`config.mk`:
```
export PLATFORM = sky130hd
export DESIGN_NAME = msg_serializer_flat
export DESIGN_NICKNAME = d
export VERILOG_FILES = /design/src/rtl/msg_pkg.sv /design/src/rtl/msg_serializer_if.sv /design/src/rtl/msg_keep_gen.sv /design/src/rtl/msg_serializer.sv /design/src/flat_wrapper.sv
export SDC_FILE = /design/constraint.sdc
export NUM_CORES = 1
export LEC_CHECK = 0
export CAP_MARGIN = 20
export CORE_MARGIN = 5
export CORE_UTILIZATION = 48
export DETAILED_ROUTE_END_ITERATION = 16
export PLACE_DENSITY_LB_ADDON = 0.15
export SYNTH_ARGS = -nofsm -noshare
export SYNTH_HDL_FRONTEND = slang
export SYNTH_SLANG_ARGS = --single-unit
```
`constraint.sdc`:
```
create_clock -name clk -period 2.2 [get_ports clk]
set_input_delay 0.22 -clock clk [delete_from_list [all_inputs] [get_ports clk]]
set_output_delay 0.22 -clock clk [all_outputs]
set_load 0.02 [all_outputs]
```
`src/rtl/msg_pkg.sv`:
```
// rtl/msg_pkg.sv - shared state type and beat sizing for msg_serializer
package msg_pkg;

  typedef enum logic [0:0] {
    IDLE = 1'b0,
    SEND = 1'b1
  } state_t;

  localparam int MAX_MSG_BYTES_DEF = 32;
  localparam int DATA_BYTES_DEF    = 8;

  function automatic int ceil_div(input int num, input int den);
    return (num + den - 1) / den;
  endfunction

  function automatic int idx_width(input int n);
    return (n > 1) ? $clog2(n) : 1;
  endfunction

  localparam int MSG_BEATS_MAX = ceil_div(MAX_MSG_BYTES_DEF, DATA_BYTES_DEF);
  localparam int BEAT_IDX_W    = idx_width(MSG_BEATS_MAX);

endpackage

```
`src/rtl/msg_serializer_if.sv`:
```
// rtl/msg_serializer_if.sv - message-in / stream-out bundle; master = serializer side
interface msg_serializer_if #(
  parameter int MAX_MSG_BYTES = 32,
  parameter int DATA_BYTES    = 8,
  parameter int TKEEP_WIDTH   = 8
);
  localparam int LEN_W = $clog2(MAX_MSG_BYTES + 1);

  logic [8*MAX_MSG_BYTES-1:0] msg_data;
  logic [LEN_W-1:0]           msg_len;
  logic                       msg_valid;
  logic                       msg_error;
  logic                       msg_ready;

  logic                       m_tvalid;
  logic                       m_tready;
  logic [8*DATA_BYTES-1:0]    m_tdata;
  logic [TKEEP_WIDTH-1:0]     m_tkeep;
  logic                       m_tlast;
  logic                       m_tuser;

  modport master (
    input  msg_data, msg_len, msg_valid, msg_error, m_tready,
    output msg_ready, m_tvalid, m_tdata, m_tkeep, m_tlast, m_tuser
  );

  modport slave (
    output msg_data, msg_len, msg_valid, msg_error, m_tready,
    input  msg_ready, m_tvalid, m_tdata, m_tkeep, m_tlast, m_tuser
  );

endinterface

```
`src/rtl/msg_keep_gen.sv`:
```
// rtl/msg_keep_gen.sv - remaining-byte count to low-aligned keep mask, saturating at full beat
module msg_keep_gen #(
  parameter int DATA_BYTES = 8,
  parameter int CNT_W      = 6
) (
  input  logic [CNT_W-1:0]      count,
  output logic [DATA_BYTES-1:0] keep
);

  always_comb begin
    keep = '0;
    for (int i = 0; i < DATA_BYTES; i++) begin
      keep[i] = (32'(count) > 32'(i));
    end
  end

endmodule

```
`src/rtl/msg_serializer.sv`:
```
// rtl/msg_serializer.sv - message to stream-beat serializer; optional MSG_SERIALIZER_BACK2BACK_EN
module msg_serializer
  import msg_pkg::*;
#(
  parameter int MAX_MSG_BYTES = MAX_MSG_BYTES_DEF,
  parameter int DATA_BYTES    = DATA_BYTES_DEF,
  parameter int TKEEP_WIDTH   = DATA_BYTES_DEF
) (
  input logic              clk,
  input logic              rst,
  msg_serializer_if.master bus
);

  localparam int LEN_W  = $clog2(MAX_MSG_BYTES + 1);
  localparam int BEATS  = ceil_div(MAX_MSG_BYTES, DATA_BYTES);
  localparam int IDX_W  = idx_width(BEATS);
  localparam int BEAT_W = 8 * DATA_BYTES;
  localparam int PAD_W  = BEATS * BEAT_W;

`ifdef MSG_SERIALIZER_BACK2BACK_EN
  localparam bit B2B = 1'b1;
`else
  localparam bit B2B = 1'b0;
`endif

  state_t                  state_q, state_d;
  logic [PAD_W-1:0]        data_q;
  logic [LEN_W-1:0]        rem_q;
  logic [IDX_W-1:0]        beat_q;
  logic                    err_q;
  logic                    bad_q;
  logic                    alive_q;

  logic                    ready;
  logic                    valid;
  logic                    accept;
  logic                    beat_done;
  logic                    last_beat;
  logic [DATA_BYTES-1:0]   keep_raw;
  logic [DATA_BYTES-1:0]   keep;
  logic [BEAT_W-1:0]       beat_data;

  msg_keep_gen #(
    .DATA_BYTES(DATA_BYTES),
    .CNT_W     (LEN_W)
  ) u_keep_gen (
    .count(rem_q),
    .keep (keep_raw)
  );

  // rem_q counts bytes still to send, so the current beat is final once it fits in one beat
  assign last_beat = bad_q || (32'(rem_q) <= 32'(DATA_BYTES));
  assign beat_data = data_q[32'(beat_q)*BEAT_W +: BEAT_W];
  assign accept    = ready && bus.msg_valid;
  assign beat_done = valid && bus.m_tready;

  always_ff @(posedge clk or negedge rst) begin
    if (!rst) begin
      state_q <= IDLE;
    end else begin
      state_q <= state_d;
    end
  end

  always_comb begin
    state_d = state_q;
    ready   = 1'b0;
    valid   = 1'b0;
    case (state_q)
      IDLE: begin
        ready = alive_q;
        if (alive_q && bus.msg_valid) state_d = SEND;
      end
      SEND: begin
        valid = 1'b1;
        if (bus.m_tready && last_beat) begin
          ready   = B2B;
          state_d = (B2B && bus.msg_valid) ? SEND : IDLE;
        end
      end
      default: state_d = IDLE;
    endcase
  end

  // alive_q keeps msg_ready low while reset is held and for the releasing edge
  always_ff @(posedge clk or negedge rst) begin
    if (!rst) begin
      data_q  <= '0;
      rem_q   <= '0;
      beat_q  <= '0;
      err_q   <= 1'b0;
      bad_q   <= 1'b0;
      alive_q <= 1'b0;
    end else begin
      alive_q <= 1'b1;
      if (accept) begin
        data_q <= PAD_W'(bus.msg_data);
        rem_q  <= bus.msg_len;
        beat_q <= '0;
        err_q  <= bus.msg_error;
        bad_q  <= (bus.msg_len == '0) || (32'(bus.msg_len) > 32'(MAX_MSG_BYTES));
      end else if (beat_done && !last_beat) begin
        rem_q  <= rem_q - LEN_W'(DATA_BYTES);
        beat_q <= beat_q + IDX_W'(1);
      end
    end
  end

  always_comb begin
    bus.msg_ready = ready;
    bus.m_tvalid  = valid;
    keep          = '0;
    bus.m_tdata   = '0;
    bus.m_tlast   = 1'b0;
    bus.m_tuser   = 1'b0;
    if (valid) begin
      keep        = bad_q ? '0 : keep_raw;
      bus.m_tlast = last_beat;
      bus.m_tuser = last_beat && (err_q || bad_q);
      for (int i = 0; i < DATA_BYTES; i++) begin
        if (keep[i]) bus.m_tdata[8*i +: 8] = beat_data[8*i +: 8];
      end
    end
    bus.m_tkeep = keep;
  end

endmodule

```
`src/flat_wrapper.sv`:
```
// flat-port wrapper written by rule: the top's interface ports become plain ports
module msg_serializer_flat import msg_pkg::*;
#(
  parameter int MAX_MSG_BYTES = MAX_MSG_BYTES_DEF,
  parameter int DATA_BYTES    = DATA_BYTES_DEF,
  parameter int TKEEP_WIDTH   = DATA_BYTES_DEF
)
  (clk, rst, bus_msg_data, bus_msg_len, bus_msg_valid, bus_msg_error, bus_m_tready, bus_msg_ready, bus_m_tvalid, bus_m_tdata, bus_m_tkeep, bus_m_tlast, bus_m_tuser);
  msg_serializer_if #(.MAX_MSG_BYTES(MAX_MSG_BYTES), .DATA_BYTES(DATA_BYTES), .TKEEP_WIDTH(TKEEP_WIDTH)) bus_i ();
  input logic clk;
  input logic rst;
  input wire logic [$bits(bus_i.msg_data)-1:0] bus_msg_data;
  input wire logic [$bits(bus_i.msg_len)-1:0] bus_msg_len;
  input wire logic [$bits(bus_i.msg_valid)-1:0] bus_msg_valid;
  input wire logic [$bits(bus_i.msg_error)-1:0] bus_msg_error;
  input wire logic [$bits(bus_i.m_tready)-1:0] bus_m_tready;
  output wire logic [$bits(bus_i.msg_ready)-1:0] bus_msg_ready;
  output wire logic [$bits(bus_i.m_tvalid)-1:0] bus_m_tvalid;
  output wire logic [$bits(bus_i.m_tdata)-1:0] bus_m_tdata;
  output wire logic [$bits(bus_i.m_tkeep)-1:0] bus_m_tkeep;
  output wire logic [$bits(bus_i.m_tlast)-1:0] bus_m_tlast;
  output wire logic [$bits(bus_i.m_tuser)-1:0] bus_m_tuser;
  assign bus_i.msg_data = bus_msg_data;
  assign bus_i.msg_len = bus_msg_len;
  assign bus_i.msg_valid = bus_msg_valid;
  assign bus_i.msg_error = bus_msg_error;
  assign bus_i.m_tready = bus_m_tready;
  assign bus_msg_ready = bus_i.msg_ready;
  assign bus_m_tvalid = bus_i.m_tvalid;
  assign bus_m_tdata = bus_i.m_tdata;
  assign bus_m_tkeep = bus_i.m_tkeep;
  assign bus_m_tlast = bus_i.m_tlast;
  assign bus_m_tuser = bus_i.m_tuser;
  msg_serializer #(.MAX_MSG_BYTES(MAX_MSG_BYTES), .DATA_BYTES(DATA_BYTES), .TKEEP_WIDTH(TKEEP_WIDTH)) u_core (.clk(clk), .rst(rst), .bus(bus_i));
endmodule
```
# [Yosys cells after proc, flatten, opt, wreduce, memory -nomap -nowiden]
# Index checks and enable logic that the tools add are counted.
[totals] in_bits=267 word_cells=55 reg_bits=268 out_inout_bits=76
[op_classes] n_bitwise=1 shifts=1 mux=22 magnitude_cmp=10 add_sub_neg=2 reduce_logical=12
[ops] cell="$shiftx 256x9->64" count=1
[ops] cell="$mux 8" count=10
[ops] cell="$mux 64" count=1
[ops] cell="$gt 6x3->1 const B" count=4
[ops] cell="$gt 6x1->1 const B" count=2
[ops] cell="$gt 6x2->1 const B" count=2
[ops] cell="$mux 6" count=2
[ops] cell="$gt 6x6->1 const B" count=1
[ops] cell="$le 6x4->1 const B" count=1
[ops] cell="$logic_and 1x1->1" count=6
[ops] cell="$logic_not 6->1" count=1
[ops] cell="$sub 6x4->6 const B" count=1
[ops] cell="$mux 1" count=5
[ops] cell="$mux 2" count=2
[ops] cell="$pmux 1 s2" count=2
[ops] cell="$logic_or 1x1->1" count=3
[ops] cell="$add 2x1->2 const B" count=1
[ops] cell="$reduce_bool 2->1" count=1
[ops] cell="$logic_not 1->1" count=1
[ops] cell="$not 1->1" count=1

# [Depth between registers and ports, before layout]
# Gate-level depths: netlist (run 1).
[logic_depth] ltp_word=6 ltp_mapped=6 ltp_nobuf=5

# [Modules after synthesis]
# From an unflattened synthesis (run 1), not the netlist that was laid out.
[unflattened] hier_cells=1317 area_unflattened_um2=12234.2
[modules_own_cells] module="msg_serializer" instances=1 area_each_um2=12160.4 cells_per_inst=1305
[modules_own_cells] module="msg_keep_gen" instances=1 area_each_um2=73.8 cells_per_inst=12

# [Worst setup path after synthesis (run 1)]
# Ideal clock, no wire load.
[synth_path] path_type="register -> output" start="reg u_core.state_q" end="out bus_m_tdata[32]" slack_ns=-0.077 required_time_ns=1.980 t_arrival_ns=2.057 path_stages_with_launch=6 path_cell_list="dfrtp_1 nor2b_1 o21a_1 clkbuf_1 o21ai_1 nor2b_1"
[synth_via] elab_chain_len=2
[synth_lines] element="from (decl)" line="msg_serializer.sv:26" text="state_t state_q, state_d;"
[synth_lines] element="from (signal assigned)" line="msg_serializer.sv:61" text="state_q <= state_d;"
[synth_lines] element="$mux 1" line="msg_serializer.sv:69" text="case (state_q)"
[synth_lines] element="$mux 64" line="msg_serializer.sv:116" text="if (valid) begin"
[synth_lines] element="to (decl)" line="flat_wrapper.sv:19" text="output wire logic [$bits(bus_i.m_tdata)-1:0] bus_m_tdata;"
# No other way between the ends.

# [Worst setup path in the final report (run 1)]
[layout_path] start="reg u_core.rem_q[4]" end="out bus_m_tdata[16]"
[layout_via] elab_chain_len=4
[layout_lines] element="from (decl)" line="msg_serializer.sv:28" text="logic [LEN_W-1:0] rem_q;"
[layout_lines] element="from (signal assigned)" line="msg_serializer.sv:98" text="rem_q <= bus.msg_len;"
[layout_lines] element="from (signal assigned)" line="msg_serializer.sv:103" text="rem_q <= rem_q - LEN_W'(DATA_BYTES);"
[layout_lines] element="$gt 6x2->1" line="msg_keep_gen.sv:13" text="keep[i] = (32'(count) > 32'(i));"
[layout_lines] element="$mux 8" line="msg_serializer.sv:117" text="keep = bad_q ? '0 : keep_raw;"
[layout_lines] element="$mux 8" line="msg_serializer.sv:121" text="if (keep[i]) bus.m_tdata[8*i +: 8] = beat_data[8*i +: 8];"
[layout_lines] element="$mux 64" line="msg_serializer.sv:116"
# No other way between the ends.

==> results of run 1 <==
## flip-flops by register name, summed over array words and instances, names as in the netlist
name	flops
u_core.data_q	256
u_core.rem_q	6
u_core.beat_q	2
u_core.err_q	1
u_core.alive_q	1
u_core.bad_q	1
u_core.state_q	1
## worst reg2reg max path: stages, from the launching register on
cell and delay [ns]:
dfrtp_1 0.38, or4_4 0.56, buf_4 0.16, o2111ai_4 0.22
buf_4 0.21, o22ai_1 0.09, a31oi_1 0.18
## kinds of logic (layout without fill, tap and decap cells)
group	count (synthesis)	after routing	synth area share [%]
flops	268	268	55.3
buf+inv	87	512	2.76
compound gates	19	19	1.25
fa+ha+maj	2	2	0.206
mux	65	65	12.0
xor+xnor	2	2	0.144
simple gates	865	865	28.4
other cells	1	2	0.0309
## layer usage
layer	share of wire, %	vias to the layer above	global-route usage [%]	wire (um)
met5	0.072	-	0	27
met4	3.1	4	7.18	1180
met3	7.2	83	5.86	2690
met2	49	373	43.7	18400
met1	41	5109	33.7	15200
li1	-	4959	-	-
## Yosys cell counts (3+ instances only)
cell / count / share of area [%]
clkbuf_1: 62 / 1.9
and2_1: 9 / 0.46
nor2_1: 4 / 0.12
nor2b_1: 52 / 2.7
and3_1: 8 / 0.41
inv_1: 12 / 0.37
mux4_2: 64 / 12
a31oi_1: 3 / 0.15
dfrtp_1: 268 / 55
buf_1: 6 / 0.19
nand2_1: 785 / 24
buf_2: 7 / 0.29
## cell type report
class                      instances  area (um2)  area share (%)
tap                              330         413            2.24
clock buffer                      42         875            4.74
inverter                          12        50.0           0.271
multi-input combinational        954        5520            29.9
timing repair buffer             449        4780            25.9
clock inverter                     9         101           0.549
antenna                            1        2.50          0.0136
sequential                       268        6710            36.4
## per-stage QoR
stage	setup WS [ns]	std cells	area [um2]	utilization [%]	setup TNS, ns
after CTS	-0.273	2047	18000	72.0	-12.39
after global routing	-0.292	2065	18500	73.7	-13.91
after floorplan	-0.0766	1309	12100	-	-0.612
after global placement	-0.0524	1961	16300	65.2	-0.556
after detailed placement	-0.0552	1961	16300	65.2	-0.642
final	-0.234	2065	18500	73.7	-9.58
## where the power goes
group	internal, uW	leakage [uW]	switching [uW]
combinational	6790	0.00524	5630
sequential	7450	0.00332	1440
clock	2970	0.000485	1960
## worst paths after layout
path,to,start,depth (start not counted)
max,bus_m_tdata[16],u_core.rem_q[4],7
min,u_core.data_q[219],bus_msg_data[219],3
max reg2reg,u_core.rem_q[4],u_core.rem_q[0],6
min reg2reg,u_core.data_q[119],u_core.data_q[119],2
max in group asynchronous,u_core.data_q[91],rst,3
min in group asynchronous,u_core.data_q[69],rst,2
## timing repair
action                     4_1_cts  5_1_grt
hold endpoints to repair        71        0
cloned                           7        0
pin swaps                        6       12
gates resized for setup        468      116
buffers inserted                27       21
setup endpoints to repair       75       73
hold buffers                     1        0
==> results.py, run 1 <==
metrics = {
    "synth": {
        "syn_area_per_cell_um2": 9.27,
        "async_flop_share_pct": 100,
        "synth_area_um2": 12100,
        "yosysSeqAreaShare_pct": 55.3,
        "netlist_instances": 1309,
        "synth_cell_types": 33,
        "synth_seq_cells": 268,
        "synth_edf_count": 0,
        "synth_flop_cell": "dfrtp_1",
        "ys_warn_count": 0,
        "syn_nets": 1578,
    },
    "cts": {
        "root_buffer": "clkbuf_16",
        "cts_buffers": 29,
        "clk_pin_slew_ns": 0.06,
        "cts_tree": "yes",
        "clk-insertion-delay-late_ns": 0.54,
        "cts.sinks": 268,
        "clockBufferDepth": 3,
        "htree_num_levels": 1,
    },
    "pwr": {
        "power_leakage_uw": 0.00905,
        "power.total_uw": 26200,
        "power_density_nw_per_um2": 1420,
        "peakVddDrop_v": 0.000915,
    },
    "sta": {
        "clock.fmax_ghz": 0.411,
        "skew_ns": 0.0263,
        "final_hold_viol_count": 0,
        "finalCriticalPeriod_ns": 2.43,
        "rsz0062_at_grt": "true",
        "final.period_utilization_pct": 111,
        "maxSlewViolCount": 0,
        "finalSetupViolCount": 69,
        "holdWs_ns": 0.203,
        "tightestPinTransition_ns": 0.677,
        "maxSlewHeadroom_pct": 54.9,
        "worst_slack_ns": -0.234,
    },
    "final_layout": {
        "nets": 1983,
        "drive_gt1_share_pct": 21.3,
        "nFillCells": 1781,
        "final_cell_mix": "nand2_1, clkdlybuf4s50_1, dfrtp_1",
        "final_common_cell": "nand2_1",
        "syn2layout_area_growth_pct": 52.2,
    },
    "floorplan": {
        "start_util_pct": 48.5,
        "std_cell_rows": 58,
        "die_w_um": 169,
        "fp.dieH_um": 169,
        "coreArea_um2": 25000,
        "dieArea_um2": 28600,
        "pin_count": 343,
    },
    "grt": {
        "grt_max_degree": 88,
        "antenna_found_initial": 3,
        "grt.total_usage_pct": 25.8,
        "grt-ovfl-total": 0,
        "grt_pass1_vias": 11089,
        "grt_pass1_wl_um": 58900,
    },
    "setup_path": {
        "crit_top_cell": "buf_6",
        "critPathKind": "reg -> out",
        "cp_num_buf_inv": 3,
        "crit_family": "simple AND/OR/NAND/NOR gates",
        "cp.arrival_ns": 2.21,
        "ff2ff_setup_slack_ns": 0.32,
        "critPathSlowestCell": "or3_4",
        "cp_slowest_stage_delay_ns": 0.42,
        "crit_chain": "or3_4 > o21a_4 > a31oi_4 > buf_6 > buf_12 > nor2b_4 > buf_6",
        "cp-start-kind": "flop",
        "required_ns": 1.98,
        "endpoint_kind": "primary output",
        "worst-path-max-fanout": 4,
    },
    "run": {
        "maxCapViolCount": 0,
    },
    "outcome": {
        "violations": "setup timing",
        "status": "finished with violations",
    },
    "drt": {
        "via_count": 10528,
        "route.detailed.drc": 0,
        "ant_nets": 0,
        "drt_iter0_markers": 797,
        "wl_per_cell_um": 18.1,
        "dr.pass1.iters": 5,
        "routed_wl_um": 37500,
        "drt-vias-per-instance": 5.10,
    },
    "placement": {
        "gp_congestion": 0.812,
        "port_buffers": 342,
        "dp_hpwl_um": 24700,
    },
    "min_path": {
        "hold_class": "in -> reg",
    },
}
No activity file was read; power rests on OpenSTA's default activity.
==> run 2: changes to the inputs <==
GPL_TIMING_DRIVEN = 0   (was default)
PLACE_DENSITY = 0.87   (was default)
PLACE_DENSITY_LB_ADDON = default   (was 0.15)
TNS_END_PERCENT = 30   (was default)
==> results.py, run 2 (synthesis gave the netlist of run 1 again) <==
metrics = {
    "cts": {
        "htree_num_levels": 1,
        "clockBufferDepth": 3,
        "cts_buffers": 28,
        "cts_tree": "yes",
        "clk-insertion-delay-late_ns": 0.54,
        "root_buffer": "clkbuf_16",
        "clk_pin_slew_ns": 0.06,
        "cts.sinks": 268,
    },
    "min_path": {
        "hold_class": "in -> async",
    },
    "setup_path": {
        "required_ns": 1.98,
        "crit_cells": 7,
        "cp_slowest_stage_delay_ns": 0.42,
        "critPathKind": "reg -> out",
        "crit_family": "buffers and inverters",
        "endpoint_kind": "primary output",
        "cp_num_buf_inv": 3,
        "critPathSlowestCell": "dfrtp_2",
        "cp-start-kind": "flop",
        "crit_chain": "or3_4 > o21a_4 > clkbuf_16 > o21ai_4 > buf_12 > nor2b_1 > buf_4",
        "r2r_cells": 5,
        "worst-path-max-fanout": 6,
        "cp.arrival_ns": 2.22,
    },
    "final_layout": {
        "syn2layout_area_growth_pct": 49.0,
        "reg_top3": "u_core.data_q (256), u_core.rem_q (6), u_core.beat_q (2)",
        "final_cell_mix": "nand2_1, clkdlybuf4s50_1, dfrtp_1",
        "nFillCells": 1738,
        "largest_reg_flops": 256,
        "multi_input_area_um2": 5430,
        "nets": 2003,
        "finish.utilization_pct": 72.2,
        "fin_area_um2": 18100,
        "fin_cells": 2088,
        "seq_area_um2": 6720,
        "final_common_cell": "nand2_1",
        "largest_register": "u_core.data_q",
        "drive_gt1_share_pct": 18.1,
    },
    "sta": {
        "clock.fmax_ghz": 0.411,
        "rsz0062_at_grt": "true",
        "worst_slack_ns": -0.236,
        "tightestPinTransition_ns": 0.678,
        "final_hold_viol_count": 0,
        "finalCriticalPeriod_ns": 2.44,
        "maxSlewViolCount": 0,
        "final.period_utilization_pct": 111,
        "holdWs_ns": 0.118,
        "finalSetupViolCount": 71,
        "skew_ns": 0.0146,
        "maxSlewHeadroom_pct": 54.8,
    },
    "drt": {
        "dr.pass1.iters": 5,
        "ant_nets": 0,
        "routed_wl_um": 42300,
        "drt_iter0_markers": 910,
        "wl_per_cell_um": 20.3,
        "via_count": 11165,
        "drt-vias-per-instance": 5.35,
        "route.detailed.drc": 0,
    },
    "floorplan": {
        "start_util_pct": 48.5,
        "die_w_um": 169,
        "std_cell_rows": 58,
        "coreArea_um2": 25000,
        "dieArea_um2": 28600,
        "fp.dieH_um": 169,
        "pin_count": 343,
    },
    "pwr": {
        "power_frac_comb_pct": 45.5,
        "sequentialPowerShare_pct": 34.9,
        "net-switching-power_uw": 9280,
        "power_leakage_uw": 0.00885,
        "peakVddDrop_v": 0.000744,
        "internal_power_uw": 16600,
        "power.share.clock_pct": 19.6,
        "power_density_nw_per_um2": 1430,
        "netSwitchingFraction_pct": 35.8,
    },
    "placement": {
        "dpl-instance-area_um2": 16000,
        "dp_hpwl_um": 28700,
        "pre_cts_ws_ns": -0.928,
        "gp_congestion": 0.919,
        "dp.cells": 1984,
        "port_buffers": 342,
    },
    "outcome": {
        "status": "finished with violations",
        "violations": "setup timing",
    },
    "grt": {
        "grt-ovfl-total": 0,
        "grt.total_usage_pct": 28.4,
        "grt_pass1_wl_um": 64100,
        "grt_pass1_vias": 11987,
        "grt_max_degree": 127,
        "antenna_found_initial": 4,
    },
    "run": {
        "maxCapViolCount": 0,
    },
}
[run 2: cell count changes in the layout (fill, tap and decap cells not counted), sizes merged]
cell           change
clkbuf            +64
dlygate4sd2        -1
clkdlybuf4s50      +1
clkinv             -2
diode              +1
buf               -41
o21ai              +1
clkdlybuf4s15      -2
bufinv             +2
[run 2: repair_timing]
item                                   in CTS  in global routing
setup endpoints to repair                 334                219
setup buffers                              34                 16
pin swaps                                  12                  7
cloned                                      3                  4
hold buffers                                1                  0
resized for setup                         450                109
endpoints found under the hold margin     248                  0
[run 2: area by class of cell]
class	instances	area share, %
inverters	12	0.249
diodes	2	0.0277
clock buffers	43	4.69
repair buffers	396	22.3
plain buffers	73	2.44
clock inverters	9	0.837
flip-flops and latches	268	37.1
well taps	330	2.28
multi-input cells	955	30.1
[run 2: worst paths after layout]
kind,startpoint,slack [ns],endpoint
max in group asynchronous,rst,1.16,u_core.data_q[243]
max,u_core.rem_q[3],-0.24,bus_m_tdata[35]
max reg2reg,u_core.rem_q[2],0.15,u_core.rem_q[5]
min in group clk,bus_msg_data[162],0.20,u_core.data_q[162]
min reg2reg,u_core.data_q[168],0.47,u_core.data_q[168]
min,rst,0.12,u_core.data_q[217]
[run 2: worst reg2reg max path, stage by stage, from the launching register on]
cell and delay [ns]:
dfrtp_2 0.43, or4_4 0.57, buf_4 0.16, o2111ai_4 0.31, mux2i_1 0.15, a221o_1 0.31
[run 2: power by group through the flow]
stage	sequential, uW	combinational [uW]	clock, uW
5_1_grt	9290	12700	5350
2_1_floorplan	8420	6020	0
3_3_place_gp	8830	9040	0
6_report	9050	11800	5090
3_5_place_dp	9010	9400	0
4_1_cts	8940	10800	5130
[run 2: layer usage]
layer	up-vias	track usage, %	wire length, um
met4	4	11.3	1770
li1	4994	-	-
met5	-	0	24
met1	5506	35.1	15500
met3	108	5.60	3380
met2	553	49.4	21600
[run 2: stage by stage]
stage          setup TNS (ns)  total power, uW
2_1_floorplan          -0.612            14400
3_3_place_gp         -2799.44            17900
4_1_cts                -10.90            24800
3_5_place_dp           -73.21            18400
5_1_grt                -15.21            27300
6_report               -11.63            25900
==> run 3: changes to the inputs <==
ABC_AREA = 1   (was default)
CORE_ASPECT_RATIO = 0.8   (was default)
CORE_UTILIZATION = 49   (was 48)
PLACE_DENSITY = 0.88   (was 0.87)
==> results.py, run 3 <==
metrics = {
    "setup_path": {
        "r2r_cells": 6,
        "rr_startpoint": "u_core.state_q",
        "cp-start-kind": "flop",
        "cp.arrival_ns": 2.06,
        "cp_slowest_stage_delay_ns": 0.48,
        "critPathKind": "reg -> out",
        "crit_family": "buffers and inverters",
        "worst-path-max-fanout": 6,
        "required_ns": 1.98,
        "cp_num_buf_inv": 6,
        "crit_top_cell": "buf_12",
        "crit_chain": "inv_4 > buf_12 > buf_12 > clkbuf_16 > nor2_1 > o22ai_1 > nand2_1 > inv_1 > buf_6",
        "critPathSlowestCell": "dfrtp_2",
        "endpoint_kind": "primary output",
        "r2r-end": "u_core.data_q[240]",
        "ff2ff_setup_slack_ns": 0.27,
    },
    "placement": {
        "port_buffers": 342,
        "dpl-instance-area_um2": 16500,
        "dp_hpwl_um": 34500,
        "gp_congestion": 0.926,
    },
    "floorplan": {
        "std_cell_rows": 52,
        "fp.dieH_um": 154,
        "coreArea_um2": 25400,
        "pin_count": 343,
        "start_util_pct": 49.8,
        "dieArea_um2": 29100,
        "die_w_um": 190,
    },
    "cts": {
        "cts_tree": "yes",
        "root_buffer": "clkbuf_16",
        "cts_buffers": 27,
        "clk-insertion-delay-late_ns": 0.54,
        "clk_pin_slew_ns": 0.06,
        "clockBufferDepth": 3,
        "htree_num_levels": 1,
        "cts.sinks": 268,
    },
    "synth": {
        "netlist_instances": 1685,
        "yosys-top-cells-area": "dfrtp_1, nand2_1, nor2_1",
        "synth_most_common_cell": "nand2_1",
        "yosys.area.top_type": "dfrtp_1",
        "synthAdderAreaFrac_pct": 0.198,
        "synth-xor-area-share_pct": 0.139,
        "synth_cell_types": 28,
        "ys_warn_count": 0,
        "yosysSeqAreaShare_pct": 53.1,
        "synth_seq_cells": 268,
        "synth_area_um2": 12600,
        "synth_top_area_share_pct": 53.1,
        "async_flop_share_pct": 100,
        "syn_area_per_cell_um2": 7.50,
        "synth_top_family_by_area": "simple AND/OR/NAND/NOR gates",
        "syn_nets": 1954,
        "synth_edf_count": 0,
        "synthTopCellsByCount": "nand2_1, dfrtp_1, nor2_1",
        "synth_compound_area_share_pct": 8.65,
        "synth.mux.area_fraction_pct": 0,
        "synth_flop_cell": "dfrtp_1",
        "synth-simple-area-share_pct": 31.7,
    },
    "final_layout": {
        "syn2layout_area_growth_pct": 44.4,
        "largest_reg_flops": 256,
        "reg_top3": "u_core.data_q (256), u_core.rem_q (6), u_core.beat_q (2)",
        "final_cell_mix": "nand2_1, clkdlybuf4s50_1, dfrtp_1",
        "nets": 2350,
        "finish.utilization_pct": 71.9,
        "nFillCells": 1908,
        "final_common_cell": "nand2_1",
        "drive_gt1_share_pct": 15.0,
        "largest_register": "u_core.data_q",
        "fin_area_um2": 18200,
    },
    "grt": {
        "grt.total_usage_pct": 31.8,
        "grt-ovfl-total": 0,
        "grt_pass1_wl_um": 73600,
        "antenna_found_initial": 5,
        "grt_max_degree": 124,
        "grt_pass1_vias": 13536,
    },
    "min_path": {
        "hold_class": "in -> async",
    },
    "run": {
        "maxCapViolCount": 0,
    },
    "drt": {
        "routed_wl_um": 49400,
        "via_count": 13472,
        "route.detailed.drc": 0,
        "ant_nets": 0,
        "drt-vias-per-instance": 5.56,
        "dr.pass1.iters": 5,
        "wl_per_cell_um": 20.4,
        "drt_iter0_markers": 1459,
    },
    "sta": {
        "finalCriticalPeriod_ns": 2.28,
        "rsz0062_at_grt": "true",
        "final.period_utilization_pct": 104,
        "skew_ns": 0.0106,
        "final_hold_viol_count": 0,
        "maxSlewViolCount": 0,
        "tightestPinTransition_ns": 0.682,
        "finalSetupViolCount": 48,
        "worst_slack_ns": -0.0835,
        "maxSlewHeadroom_pct": 54.5,
        "holdWs_ns": 0.209,
        "clock.fmax_ghz": 0.438,
    },
    "pwr": {
        "power_leakage_uw": 0.00942,
        "peakVddDrop_v": 0.000780,
        "power_density_nw_per_um2": 1390,
    },
    "outcome": {
        "violations": "setup timing",
        "status": "finished with violations",
    },
}
[run 3: changes by cell type after synthesis, sizes merged, moves of 8 or more]
cell    previous run  this run
a21oi              2        25
and2              10         0
and3               8         0
buf               13        73
clkbuf            62        27
inv               12        56
mux4              64         0
nand2            785       838
nand3              2        12
nor2               4       198
nor2b             52         0
o21ai              4       137
o22ai              1        40
[run 3: power breakdown]
| part | total [uW] | switching [uW] | internal (uW) |
|---|---|---|---|
| combinational | 11800 | 7080 | 4730 |
| clock | 4940 | 1950 | 2990 |
| sequential | 8690 | 1440 | 7250 |
[run 3: area by class of cell]
class	count	area [um2]	share of cell area [%]
plain buffers	100	852	4.67
multi-input cells	1260	5440	29.8
clock inverters	7	163	0.891
repair buffers	367	3670	20.1
flip-flops and latches	268	6710	36.8
clock buffers	38	767	4.20
inverters	57	226	1.24
diodes	3	7.51	0.0411
well taps	324	405	2.22
[run 3: logic make-up after synthesis]
group           count (synthesis)
xor+xnor                        2
fa+ha+maj                       2
flops                         268
other cells                     1
compound gates                204
simple gates                 1051
buf+inv                       157
[run 3: how the worst max path moves through the flow]
stage | start | end | cells past startpoint
after floorplan | u_core.state_q | bus_m_tdata[56] | 4
after global placement | rst | u_core.data_q[132] | 1
after detailed placement | u_core.beat_q[1] | bus_m_tdata[9] | 7
after CTS | u_core.beat_q[0] | bus_m_tdata[56] | 6
after global routing | u_core.beat_q[0] | bus_m_tdata[9] | 7
final | u_core.beat_q[0] | bus_m_tdata[37] | 9
[run 3: repair_timing]
item / in CTS / in global routing
pin swaps: 9 / 41
hold buffers: 1 / 0
gates cloned: 0 / 3
setup buffers: 13 / 6
hold endpoints to repair: 52 / 0
resized for setup: 398 / 188
setup endpoints to repair: 74 / 72
[run 3: stage by stage]
step           power (uW)  TNS [ns]  instances  setup WS, ns
3_5_place_dp        18600    -16.56       2353        -0.380
5_1_grt             26900     -5.07       2422        -0.156
3_3_place_gp        18200  -2747.20       2351        -10.22
4_1_cts             24100     -3.67       2412        -0.162
2_1_floorplan       14300         0       1685         0.267
6_report            25400     -2.00       2424       -0.0835
[run 3: metal layers]
metal  global-route usage, %  vias up  wire, um
li1                        -     6015         -
met1                    42.1     6400     19100
met2                    50.9      908     22700
met3                    8.93      145      5790
met4                    10.8        4      1790
met5                       0        -        27
[run 3: worst reg2reg max path: stages (launching register included)]
cell	delay [ns]
dfrtp_2	0.44
buf_4	0.18
nor2_4	0.25
buf_2	0.44
buf_2	0.35
nand2_1	0.12
nand2_1	0.09
==> RTL change: new RTL, config.mk and constraints of run 1 <==
`DATA_BYTES_DEF`: 8 -> 9.
--- a/src/rtl/msg_pkg.sv
+++ b/src/rtl/msg_pkg.sv
@@ -9,3 +9,3 @@
   localparam int MAX_MSG_BYTES_DEF = 32;
-  localparam int DATA_BYTES_DEF    = 8;
+  localparam int DATA_BYTES_DEF    = 9;
 
Ports: changed (resized bus_m_tdata and bus_m_tkeep); port bits go from 343 to 352. The function was not compared with the original's and may differ.
==> RTL change against run 1 <==
  * The run still ends with negative setup slack left
  * Final cell count grew 5.1%
  * Cell area grew 2.3%
  * Sequential cell count is the same
  * Total power grew 4.3%
  * Area after synthesis grew 2.1%
  * Sequential power grew 0.8%
  * Sequential share of layout area shrank 0.80 points
  * Worst setup slack gained 0.082 ns
  * Wire length grew 5.8%
  * Critical path type unchanged
  * Largest cell class unchanged
==> RTL change: results (changes against run 1) <==
stage;metric;value;unit;change
sta;skew;0.00911;ns;-0.0172 ns
drt;routed_via_density;5.12;;+0.43%
sta;setup_ws;-0.152;ns;+0.0823 ns
finish;fillers;1849;;+3.8%
sta;fin_tns_setup;-4.30;ns;+5.28 ns
grt;grt_antenna_before_repair;5;;+2
placement;dpl-instance-area;16500;sq um;+1.2%
status;violations;negative setup slack;;
power;leakage;9.18;nW;+1.5%
placement;gp_congestion;0.858;;+5.6%
finish;drive_gt1_share;21.1;%;-0.19 points
finish;layout.cells.non_filler;2170;;+5.1%
worst_setup_path;cp_slowest_cell;dfrtp_4;;
worst_setup_path;critPathTopFamily;buffers and inverters;;
finish;nNetsFinal;2085;;+5.1%
placement;port_buffers;351;;+2.6%
synth;ys_types;41;;+24%
placement;dp.cells;2068;;+5.5%
synth;synth_nets;1692;;+7.2%
synth;synthTopCellsByArea;dfrtp_1, nand2_1, mux4_2;;
sta;tightest_slew;0.561;ns;-0.116 ns
drt;dr.first_iter.drc_count;887;;+11%
grt;track_usage;26.0;%;+0.23 points
status;status;finished with violations;;
grt;grt_max_degree;121;;+38%
worst_setup_path;endpoint;bus_m_tdata[40];;
synth;ys_top_cells_by_count;nand2_1, dfrtp_1, nor2_1;;
grt;grt_first_pass_wirelength;60.2;mm;+2.2%
synth;syn_avg_cell_area;8.71;sq um;-6.0%
drt;drt-wirelength-per-cell;18.3;um;+0.64%
worst_setup_path;r2r_cells;8;;+2
sta;setup_viol;63;;-8.7%
[RTL change: timing repair]
action                                  CTS  global route
setup buffers                            26            10
endpoints found under the setup margin   84            82
pin swaps                                21            35
hold endpoints to repair                 59             0
gates resized for setup                 512           146
hold buffers                              1             0
gates cloned                              6             5
[RTL change: power by group]
| part | switching, mW | total, mW | internal (mW) |
|---|---|---|---|
| clock | 2.03 | 5.37 | 3.35 |
| sequential | 1.54 | 8.96 | 7.42 |
| combinational | 6.48 | 13.0 | 6.55 |
[RTL change: cell families after synthesis]
| kind of cell | synth area share [%] |
|---|---|
| buffers and inverters | 3.39 |
| AO/OA/AOI/OAI | 2.75 |
| AND/OR/NAND/NOR | 29.1 |
| multiplexers | 9.94 |
| XOR/XNOR | 0.212 |
| adder cells (fa/ha/maj) | 0.404 |
| flip-flops | 54.2 |
| other | 0.0303 |
[RTL change: how the worst min path moves through the flow]
stage,start,end,cells past startpoint
2_1_floorplan,rst,u_core.alive_q,0
3_3_place_gp,rst,u_core.data_q[226],1
3_5_place_dp,rst,u_core.data_q[154],1
4_1_cts,bus_msg_data[238],u_core.data_q[238],3
5_1_grt,bus_msg_data[137],u_core.data_q[137],3
6_report,bus_msg_data[198],u_core.data_q[198],3
[RTL change: worst reg2reg max path: cells and delay by family, from the launching register on]
kind | cells | cell delay, ns
AO/OA/AOI/OAI | 3 | 0.71
flip-flops | 1 | 0.43
buffers and inverters | 3 | 0.35
AND/OR/NAND/NOR | 1 | 0.21
adder cells (fa/ha/maj) | 1 | 0.17
[RTL change: layout make-up]
type	count	share of cell area, %
diodes	5	0.0662
clock buffers	39	4.41
clock inverters	13	1.19
inverters	13	0.298
multi-input cells	1058	31.3
flip-flops and latches	268	35.6
well taps	330	2.19
repair buffers	444	25.0
[RTL change: layer usage]
metal / up-vias / GRT usage, % / part of all wire [%]
met5: - / 0 / 0
met4: 0 / 8.51 / 3.2
met3: 77 / 6.40 / 7.2
met2: 371 / 43.5 / 49
met1: 5392 / 33.5 / 41
li1: 5271 / - / -
[RTL change: stage by stage]
step	worst slack, ns	power [mW]
final	-0.152	27.4
after global placement	-0.00901	18.8
after detailed placement	-0.0671	19.0
after floorplan	0.394	14.8
after CTS	-0.251	26.1
after global routing	-0.214	29.0
